### src/rtl/fetch_redirect_unit.sv
// fetch_redirect_unit: owns the fetch PC, applies branch/jump redirects,
// flushes IF/ID on a taken redirect and holds one redirect across a stall.
// Ports: CLK, RESET_N (sync, active-low); Stall, PCSrc/BranchTarget,
//   Jump/JumpTarget in; PC, PCPlus4, FlushIFID, RedirectPending,
//   TakenCount out.
module fetch_redirect_unit #(
   parameter logic [31:0] RESET_PC = 32'h0000_0000,
   parameter int unsigned CNT_W    = 16
) (
   input  logic             CLK,
   input  logic             RESET_N,
   input  logic             Stall,
   input  logic             PCSrc,
   input  logic [31:0]      BranchTarget,
   input  logic             Jump,
   input  logic [31:0]      JumpTarget,
   output logic [31:0]      PC,
   output logic [31:0]      PCPlus4,
   output logic             FlushIFID,
   output logic             RedirectPending,
   output logic [CNT_W-1:0] TakenCount
);

   typedef enum logic {
      IDLE    = 1'b0,
      PENDING = 1'b1
   } state_t;

   state_t           state_q, state_n;
   logic [31:0]      pc_q, pc_n;
   logic [31:0]      tgt_q, tgt_n;
   logic [CNT_W-1:0] cnt_q, cnt_n;
   logic [CNT_W-1:0] cnt_inc;

   logic             req;
   logic [31:0]      req_tgt;

   assign req     = Jump | PCSrc;
   // Jump wins over a branch; targets are forced word-aligned.
   assign req_tgt = Jump ? {JumpTarget[31:2], 2'b00}
                         : {BranchTarget[31:2], 2'b00};

   assign cnt_inc = (&cnt_q) ? cnt_q : cnt_q + 1'b1;

   always_ff @(posedge CLK) begin
      if (!RESET_N) begin
         state_q <= IDLE;
         pc_q    <= {RESET_PC[31:2], 2'b00};
         tgt_q   <= '0;
         cnt_q   <= '0;
      end else begin
         state_q <= state_n;
         pc_q    <= pc_n;
         tgt_q   <= tgt_n;
         cnt_q   <= cnt_n;
      end
   end

   always_comb begin
      state_n = state_q;
      pc_n    = pc_q;
      tgt_n   = tgt_q;
      cnt_n   = cnt_q;
      unique case (state_q)
         IDLE: begin
            if (!Stall) begin
               if (req) begin
                  pc_n  = req_tgt;
                  cnt_n = cnt_inc;
               end else begin
                  pc_n = pc_q + 32'd4;
               end
            end else if (req) begin
               tgt_n   = req_tgt;
               state_n = PENDING;
            end
         end
         PENDING: begin
            // A req seen here belongs to the same held ID instruction,
            // so the first captured target is the one that counts.
            if (!Stall) begin
               pc_n    = tgt_q;
               cnt_n   = cnt_inc;
               state_n = IDLE;
            end
         end
         default: state_n = IDLE;
      endcase
   end

   assign PC              = pc_q;
   assign PCPlus4         = pc_q + 32'd4;
   assign RedirectPending = (state_q == PENDING);
   assign TakenCount      = cnt_q;
   assign FlushIFID       = ~Stall & (RedirectPending | req) & RESET_N;

endmodule

### config.mk
export PLATFORM = sky130hd
export DESIGN_NAME = fetch_redirect_unit
export DESIGN_NICKNAME = d
export VERILOG_FILES = /design/src/rtl/fetch_redirect_unit.sv
export SDC_FILE = /design/constraint.sdc
export NUM_CORES = 1
export LEC_CHECK = 0
export ABC_AREA = 1
export CAP_MARGIN = 25
export CORE_MARGIN = 10
export CORE_UTILIZATION = 35
export DETAILED_ROUTE_END_ITERATION = 8
export PLACE_DENSITY = 0.6
export RECOVER_POWER = 25
export SLEW_MARGIN = 20
export SYNTH_ARGS = -nofsm -noshare
export SYNTH_HDL_FRONTEND = slang
export SYNTH_SLANG_ARGS = --single-unit
### constraint.sdc
create_clock -name CLK -period 2.45 [get_ports CLK]
set_input_delay 0.3675 -clock CLK [delete_from_list [all_inputs] [get_ports CLK]]
set_output_delay 0.3675 -clock CLK [all_outputs]
set_load 0.1 [all_outputs]
==> metrics.cfg <==
[critical_path]
critPathKind = reg2out
critical_path_required_ns = 2.08
worst_path_dominant_cell_family = simple AND/OR/NAND/NOR gates
critPathBufInv = 1
crit_slowest_cell = dfxtp_2
max_stage_delay_ns = 0.41
cp.arrival_ns = 1.97
end_kind = output pin
cp_max_fo = 5
cp_cell_sequence = nand2_1, nor2_1, nand2_2, nor2_2, nand3b_1, and2_2, buf_12
critPathLaunchType = flip-flop

[clocking]
htreeDepth = 3
cts_buffer_depth = 2
clk_latency_ns = 0.34
cts_tree = done
cts_sinks = 77
cts.reportedPaths.clkPinSlew_ns = 0.06
cts_inserted_buffers = 9
cts.hold.buffers_added = 0
clock-root-buffer = clkbuf_16

[worst_hold_path]
hold_path.class = reg2reg

[floorplanning]
start_util_pct = 35.4
design.die.area_um2 = 19100
core-area_um2 = 13800
io_pins = 151
die_h_um = 138
placementRows = 43
die-width_um = 138

[logic_synthesis]
syn_area_um2 = 4880
syn_area_per_cell_um2 = 6.40
synth_flop_cell = dfxtp_1
netlist_top_cells_area = dfxtp_1 (32%), nand2_1 (17%), nor2_1 (6.8%)
synth_seq_cells = 77
synth_top_area_cell = dfxtp_1
seq_area_frac_synth_pct = 31.6
synth-edff-count = 0
ys_warn_count = 0
synthArstFlopShare_pct = 0
synth.top_cell.area_share_pct = 31.6
synth_cell_types = 38
synthCells = 763

[finish]
final_nets = 967
final_common_cell = nand2_1
fin_cells = 1079
design_area_um2 = 6930
n_fill_cell = 1383
final_core_utilization_pct = 50.3
final_cell_mix = nand2_1 (213), nor2_1 (87), inv_1 (70), clkdlybuf4s50_1 (63)
drive_gt1_share_pct = 17.1
synthToLayoutAreaGrowth_pct = 42.0
diodes = 0

[timing]
min_period_ns = 2.34
timing.hold.ws_ns = 0.469
finClkSkew_ns = 0.00449
rsz0062_at_grt = false
min_period_over_period_pct = 95.5
worstMarginPinSlew_ns = 1.23
fin_ws_ns = 0.109
slew_headroom_pct = 18.7
setup_violations = 0
finalHoldViolations = 0
drv_slew = 0
fmax_mhz = 427

[power_and_ir_drop]
ir_drop_mv = 0.381
p_leak_uw = 0.00278
powerDensity_nw_per_um2 = 594

[drt]
routed_via_density = 4.97
firstDrtPassIters = 7
drcViolationCount = 0
drt-total-wl_mm = 17.3
num_vias = 5362
ant_nets = 0
wl_per_cell_um = 16.0
drt_iter0_markers = 493

[placement]
place_ws_ns = 0.117
io_buffer_count = 142
detailed_place_hpwl_mm = 13.7
gp_congestion = 0.911
dpl.cell_count = 1064
placed_area_um2 = 6790

[grt]
grt_pass1_vias = 4994
gr-usage-met2_pct = 26.3
grt_max_degree = 49
use_met3_pct = 4.21
grt_first_pass_wirelength_mm = 27.2
grt_util_met1_pct = 23.4
grt_use_total_pct = 17.2
gr-total-overflow = 0
top_usage_layer = met2
antenna_found_initial = 0

[run]
max_cap_violations = 0

[outcome]
status = finished, final reports clean

[where the power goes]
group	total (uW)	switching (uW)	internal, uW	leakage [uW]
clock network	1230	505	726	0.000134
registers	1450	107	1340	0.000644
logic	1440	1020	413	0.00200
total	4120	1640	2480	0.00278
[through the flow]
step                setup TNS [ns]  total power [uW]
finish                           0              4120
global route                     0              4290
CTS                              0              4180
detailed placement               0              2950
global placement                 0              2930
floorplan                  -0.0651              2470
[per-layer routing]
metal	routed length, um	share of wire [%]	up-vias
met4	246	1.4	0
met3	892	5.2	24
met5	0	0	-
met1	8340	48	2424
met2	7780	45	180
li1	-	-	2734
[path summary, 6_finish.rpt]
check | endpoint | cells past startpoint | startpoint | slack, ns
setup / recovery | PCPlus4[19] | 7 | PC[6]$_SDFFE_PN0P_ | 0.11
setup reg to reg | tgt_q[23]$_SDFFE_PN0P_ | 7 | RedirectPending$_SDFF_PN0_ | 0.53
hold reg to reg | tgt_q[23]$_SDFFE_PN0P_ | 2 | tgt_q[23]$_SDFFE_PN0P_ | 0.47
hold / removal | tgt_q[23]$_SDFFE_PN0P_ | 2 | tgt_q[23]$_SDFFE_PN0P_ | 0.47
[worst min-delay path: cells and delay by family, from the launching register on]
family	cells	cell delay (ns)
buffers and inverters	1	0.06
AOI/OAI and AO/OA	1	0.06
DFF	1	0.30
[cells in the mapped netlist (3+ instances only)]
master and instances:
a211oi_1 30, a21oi_1 52, a31oi_1 6, and2_1 3
buf_2 7, buf_4 9, buf_6 3, clkbuf_1 17
dfxtp_1 77, inv_1 70, mux2_2 8, mux2i_1 4
nand2_1 224, nand2_2 4, nand3_1 36, nand3b_1 4
nand4_1 6, nor2_1 88, nor2_2 6, nor2_4 8
nor3_1 11, o21ai_0 52, o21ai_1 4, xnor2_1 8
xor2_1 10
[registers in the layout, summed over array words and instances (netlist names)]
register and cells:
PC 30, RedirectPending 1, TakenCount 16, tgt_q 30
[cell type report]
type	count	area, um2	share of cell area [%]
Clock buffer	12	256	3.70
Multi-Input combinational cell	579	3050	44.0
Timing Repair Buffer	156	1530	22.1
Clock inverter	2	10.0	0.144
Inverter	73	277	3.99
Sequential cell	77	1580	22.8
Tap cell	180	225	3.25
[cells by family (layout without fill, tap and decap cells)]
logic type                 after synthesis  count (layout)  share of synthesized area [%]
buffers and inverters                  110             243                           9.84
AOI/OAI and AO/OA                      148             148                           17.1
muxes                                   12              12                           2.67
other                                    1               4                         0.0768
xor gates and xnor gates                19              19                           3.56
DFF                                     77              77                           31.6
adders and majority gates                2               2                          0.512
and+or+nand+nor                        394             394                           34.7
[what timing repair did]
| action | in CTS | in global routing |
|---|---|---|
| setup buffers | 0 | 1 |
| gates resized for setup | 0 | 2 |
| endpoints found under the setup margin | 0 | 2 |
| hold endpoints to repair | 0 | 0 |
No activity file was read; power rests on OpenSTA's default activity.
==> RTL edit 1: new RTL, same settings <==
Add an input register stage for `BranchTarget`; this delays it by one clock. The other inputs are not delayed to match.
--- a/src/rtl/fetch_redirect_unit.sv
+++ b/src/rtl/fetch_redirect_unit.sv
@@ -26,6 +26,12 @@
       PENDING = 1'b1
    } state_t;
 
+   logic [31:0] BranchTarget_q;
+
+   always_ff @(posedge CLK) begin
+      BranchTarget_q <= BranchTarget;
+   end
+
    state_t           state_q, state_n;
    logic [31:0]      pc_q, pc_n;
    logic [31:0]      tgt_q, tgt_n;
@@ -38,7 +44,7 @@
    assign req     = Jump | PCSrc;
    // Jump wins over a branch; targets are forced word-aligned.
    assign req_tgt = Jump ? {JumpTarget[31:2], 2'b00}
-                         : {BranchTarget[31:2], 2'b00};
+                         : {BranchTarget_q[31:2], 2'b00};
 
    assign cnt_inc = (&cnt_q) ? cnt_q : cnt_q + 1'b1;
 
Behaviour: not the same (Yosys sat finds a counterexample within 4 cycles, from zero or initial values and one cycle with RESET_N low).
==> RTL edit 1 against the unedited design <==
  * Total power rose by 18%
  * Routed wire length is 1.6% higher
  * Maximum frequency shrank 1.8%
  * Setup slack worse by 0.042 ns
  * First-iteration DRC count fell by 25%
  * Cell count down 1.6%
  * Non-clock buffer count increased by 4
  * Design area grew 13%
  * Sequential cell count is 30 higher
  * Area after synthesis is 11% higher
  * Critical endpoint is now PCPlus4[14]
  * Largest power group unchanged
==> RTL edit 1: results (changes against the unedited design) <==
.. list-table::
   :header-rows: 1

   * - Metric
     - Value
   * - Setup WS pre-CTS
     - 0.219 ns (+0.102 ns)
   * - Run status
     - complete, no violations
   * - Yosys cell types
     - 35 (-7.9%)
   * - Largest stage delay on the critical path
     - 0.39 ns (-0.02 ns)
   * - Critical Path Slowest Stage Cell
     - sky130_fd_sc_hd__dfxtp_4
   * - Final Critical Period
     - 2.38 ns (+0.0421 ns)
   * - Worst relative slew slack
     - 0.178 (-0.00873)
   * - Combinational cell fraction of total power
     - 0.294 (-0.055)
   * - Most used flip-flop cell after synthesis
     - sky130_fd_sc_hd__dfxtp_1
   * - Post-synthesis area per instance
     - 7.42 um^2 (+16%)
   * - Cell types occupying the most area after synthesis
     - sky130_fd_sc_hd__dfxtp_1 (39%), sky130_fd_sc_hd__nand2_1 (12%), sky130_fd_sc_hd__a21oi_1 (7.8%)
   * - Post-CTS Setup Inserts
     - 7 (+7)
   * - Post-DP Area
     - 7500 um^2 (+11%)
   * - Net count of the finished layout
     - 940 (-2.8%)
   * - Vias in the first global route
     - 5136 (+2.8%)
   * - Sequential area share after synthesis
     - 0.395 (+0.0788)
   * - Drt first pass iters
     - 5 (-2)
   * - Aggregate routed wire length
     - 17500 um (+1.6%)
   * - Crit Path Max Fanout
     - 4 (-1)
   * - Placed wire-length estimate after detailed placement
     - 13300 um (-3.4%)
   * - Mean number of vias per cell
     - 5.02 (+0.96%)
   * - Syn. warnings
     - 0 (unchanged)
   * - Max VDD drop
     - 0.379 mV (-0.75%)
   * - Skew final
     - 0.00795 ns (+0.00345 ns)
   * - Final cell count without fillers
     - 1062 (-1.6%)
   * - Final core utilization
     - 0.516 (+0.0124)
   * - Commonest cells in the synthesized netlist
     - sky130_fd_sc_hd__nand2_1 (169), sky130_fd_sc_hd__dfxtp_1 (107), sky130_fd_sc_hd__a21oi_1 (85)
   * - Data arrival time of the critical path
     - 2.02 ns (+0.05 ns)
   * - Share of cells above drive strength 1
     - 0.267 (+0.0953)
   * - Switching power as a share of total power
     - 0.381 (-0.0159)
   * - Overall power after layout
     - 4860 uW (+18%)
   * - Final weighted congestion of routability-driven global placement
     - 0.865 (-5.0%)
   * - Largest delay contributor family on the critical path
     - simple AND/OR/NAND/NOR gates
   * - Clock slew at reported path FFs
     - 0.08 ns (+0.02 ns)
   * - Clock power share
     - 0.302 (+0.003)
   * - Worst hold slack
     - 0.447 ns (-0.0222 ns)
   * - DP Cell Count
     - 1039 (-2.3%)
RTL edit 1: cell types whose count changed after synthesis, moves of 10 or more:
cell / change
sky130_fd_sc_hd__inv_1: -15
sky130_fd_sc_hd__a21oi_1: +33
sky130_fd_sc_hd__a211oi_1: -30
sky130_fd_sc_hd__o21ai_0: +27
sky130_fd_sc_hd__nand2_1: -55
sky130_fd_sc_hd__dfxtp_1: +30
sky130_fd_sc_hd__mux2_2: +21
sky130_fd_sc_hd__a21oi_2: +10
sky130_fd_sc_hd__nor2_1: -32
sky130_fd_sc_hd__nand3_1: -15
RTL edit 1: cells by family after synthesis:
logic type	share of synthesized area
AOI/OAI and AO/OA	0.181
other	0.000691
buffers and inverters	0.0747
xor gates and xnor gates	0.0410
DFF	0.395
muxes	0.0602
and+or+nand+nor	0.243
adders and majority gates	0.00461
RTL edit 1: path summary, 6_finish.rpt:
| check | from | endpoint | depth (start not counted) |
|---|---|---|---|
| hold / removal | tgt_q[16] | tgt_q[16] | 2 |
| hold reg to reg | tgt_q[16] | tgt_q[16] | 2 |
| setup / recovery | PC[2] | PCPlus4[14] | 8 |
| setup reg to reg | RedirectPending | TakenCount[9] | 6 |
RTL edit 1: routing by layer:
layer	routed length, um	up-vias	global-route usage	part of all wire
li1	-	2657	-	-
met1	7770	2498	0.218	0.44
met5	0	-	0	0
met2	8350	157	0.269	0.48
met4	253	0	0.0553	0.014
met3	1150	16	0.0371	0.066
RTL edit 1: cell type report:
class                           count  area share
Tap cell                          188      0.0300
Timing Repair Buffer              160       0.214
Clock inverter                      7     0.00846
Sequential cell                   107       0.279
Clock buffer                        9      0.0287
Inverter                           58      0.0286
Multi-Input combinational cell    533       0.411
==> RTL edit 2: new RTL, same settings <==
Without the edit above. Change the parameter `CNT_W` from 16 to 14.
--- a/src/rtl/fetch_redirect_unit.sv
+++ b/src/rtl/fetch_redirect_unit.sv
@@ -5,7 +5,7 @@
 //   TakenCount out.
 module fetch_redirect_unit #(
    parameter logic [31:0] RESET_PC = 32'h0000_0000,
-   parameter int unsigned CNT_W    = 16
+   parameter int unsigned CNT_W    = 14
 ) (
    input  logic             CLK,
    input  logic             RESET_N,
Interface: changed (resized TakenCount); port bits go from 151 to 149. No check against the original RTL was run, so the function may have changed too.
==> RTL edit 2 against the unedited design <==
  * Critical path depth rose by 1
  * Design area up 0.13%
  * Routed wire length decreased by 4.5%
  * Sequential cell count shrank 2
  * Synthesized cell count is 4.3% lower
  * Total power is 3.6% higher
  * Area after synthesis decreased by 1.8%
  * Setup slack better by 0.026 ns
  * Largest power group is now combinational cells
==> RTL edit 2: results (changes against the unedited design) <==
.. list-table::
   :header-rows: 1

   * - Metric
     - Value
   * - DP Cell Count
     - 1026 (-3.6%)
   * - Net count of the finished layout
     - 934 (-3.4%)
   * - GRT Util Overall
     - 0.177 (+0.00503)
   * - Antenna Nets Post-Route
     - 0 (unchanged)
   * - Post-DP Area
     - 6720 um^2 (-1.1%)
   * - Hold Path End
     - tgt_q[27]
   * - Critical Path Slowest Stage Cell
     - sky130_fd_sc_hd__dfxtp_4
   * - Terminus of the critical flop-to-flop path
     - PC[23]
   * - Port Buf Inserts
     - 140 (-1.4%)
   * - Initial DRC count
     - 309 (-37%)
   * - Measured slew at the worst slew-check pin
     - 1.25 ns (+0.0245 ns)
   * - Met2 GRT Util
     - 0.283 (+0.0204)
   * - Number of instances in the synthesized netlist
     - 730 (-4.3%)
   * - Commonest cells in the synthesized netlist
     - sky130_fd_sc_hd__nand2_1 (207), sky130_fd_sc_hd__nor2_1 (79), sky130_fd_sc_hd__dfxtp_1 (75)
   * - Largest net degree at the start of global routing
     - 41 (-16%)
   * - Crit share post-route
     - 0.945 (-0.0105)
   * - Share of cells above drive strength 1
     - 0.206 (+0.0349)
   * - Worst r2r path cells
     - 4 (-3)
   * - Clock slew at reported path FFs
     - 0.06 ns (about the same)
   * - Yosys cell types
     - 34 (-11%)
   * - GR Util met1
     - 0.222 (-0.0114)
   * - Run status
     - complete, no violations
   * - GR Layer Usage met3
     - 0.0521 (+0.00993)
   * - Hold path startpoint
     - tgt_q[27]
   * - Setup slack, reg-to-reg
     - 0.49 ns (-0.04 ns)
   * - Leakage dissipation
     - 0.00274 uW (-1.2%)
   * - Met2 Routed Length
     - 7700 um (-1.0%)
   * - Placed wire-length estimate after detailed placement
     - 13200 um (-3.7%)
   * - Number of inserted filler cells in the final layout
     - 1384 (+0.072%)
   * - Skew final
     - 0.00633 ns (+0.00184 ns)
   * - Global-route wire length before repair
     - 26400 um (-3.0%)
   * - Routed length on met3
     - 1070 um (+20%)
   * - Setup WS pre-CTS
     - 0.316 ns (+0.199 ns)
   * - Worst setup endpoint
     - PCPlus4[26]
   * - Crit Path Max Fanout
     - 6 (+1)
   * - Max VDD drop
     - 0.407 mV (+6.7%)
   * - Cell types occupying the most area after synthesis
     - sky130_fd_sc_hd__dfxtp_1 (31%), sky130_fd_sc_hd__nand2_1 (16%), sky130_fd_sc_hd__nor2_1 (6.2%)
   * - Sequential area share after synthesis
     - 0.313 (-0.00242)
   * - Aggregate routed wire length
     - 16500 um (-4.5%)
   * - Final weighted congestion of routability-driven global placement
     - 0.868 (-4.7%)
   * - CP startpoint
     - PC[2]
   * - Drt first pass iters
     - 5 (-2)
   * - Syn Std Cell Area
     - 4790 um^2 (-1.8%)
   * - Worst hold slack
     - 0.450 ns (-0.0197 ns)
RTL edit 2: cell types whose count changed after synthesis, sizes merged, moves of 3 or more:
cell | unedited run | this run
clkbuf | 17 | 11
xnor2 | 8 | 4
nor2 | 103 | 94
nand2 | 229 | 211
a211oi | 30 | 33
buf | 20 | 26
inv | 73 | 79
o21ai | 56 | 61
nand3 | 37 | 27
RTL edit 2: power breakdown:
part / switching [uW] / internal, uW
Clock: 533 / 872
Combinational: 1030 / 419
Sequential: 103 / 1310
RTL edit 2: cell families (layout without fill, tap and decap cells):
logic type / count (synthesis) / in the layout / share of synthesized area
AO/OA/AOI/OAI: 153 / 153 / 0.198
XOR/XNOR: 17 / 17 / 0.0342
adder cells (fa/ha/maj): 2 / 2 / 0.00522
buffers and inverters: 116 / 251 / 0.108
flip-flops: 75 / 75 / 0.313
multiplexers: 11 / 11 / 0.0251
other: 1 / 4 / 0.000783
AND/OR/NAND/NOR: 355 / 355 / 0.315
RTL edit 2: critical path, delay by kind of cell (launching register included):
| family | cells | cell delay, ns |
|---|---|---|
| DFF | 1 | 0.40 |
| and+or+nand+nor | 6 | 0.87 |
| buffers and inverters | 1 | 0.16 |
| adders and majority gates | 1 | 0.17 |
RTL edit 2: repair_timing:
item,4_1_cts,5_1_grt
gates resized for setup,0,6
hold endpoints to repair,0,0
buffers inserted,1,1
pin swaps,1,3
endpoints found under the setup margin,1,13
RTL edit 2: area by class of cell:
| type | instances | area [um^2] | area share |
|---|---|---|---|
| Sequential cell | 75 | 1540 | 0.222 |
| Inverter | 79 | 304 | 0.0438 |
| Multi-Input combinational cell | 542 | 3010 | 0.433 |
| Clock inverter | 3 | 45.0 | 0.00649 |
| Clock buffer | 13 | 270 | 0.0389 |
| Tap cell | 176 | 220 | 0.0317 |
| Timing Repair Buffer | 156 | 1550 | 0.224 |
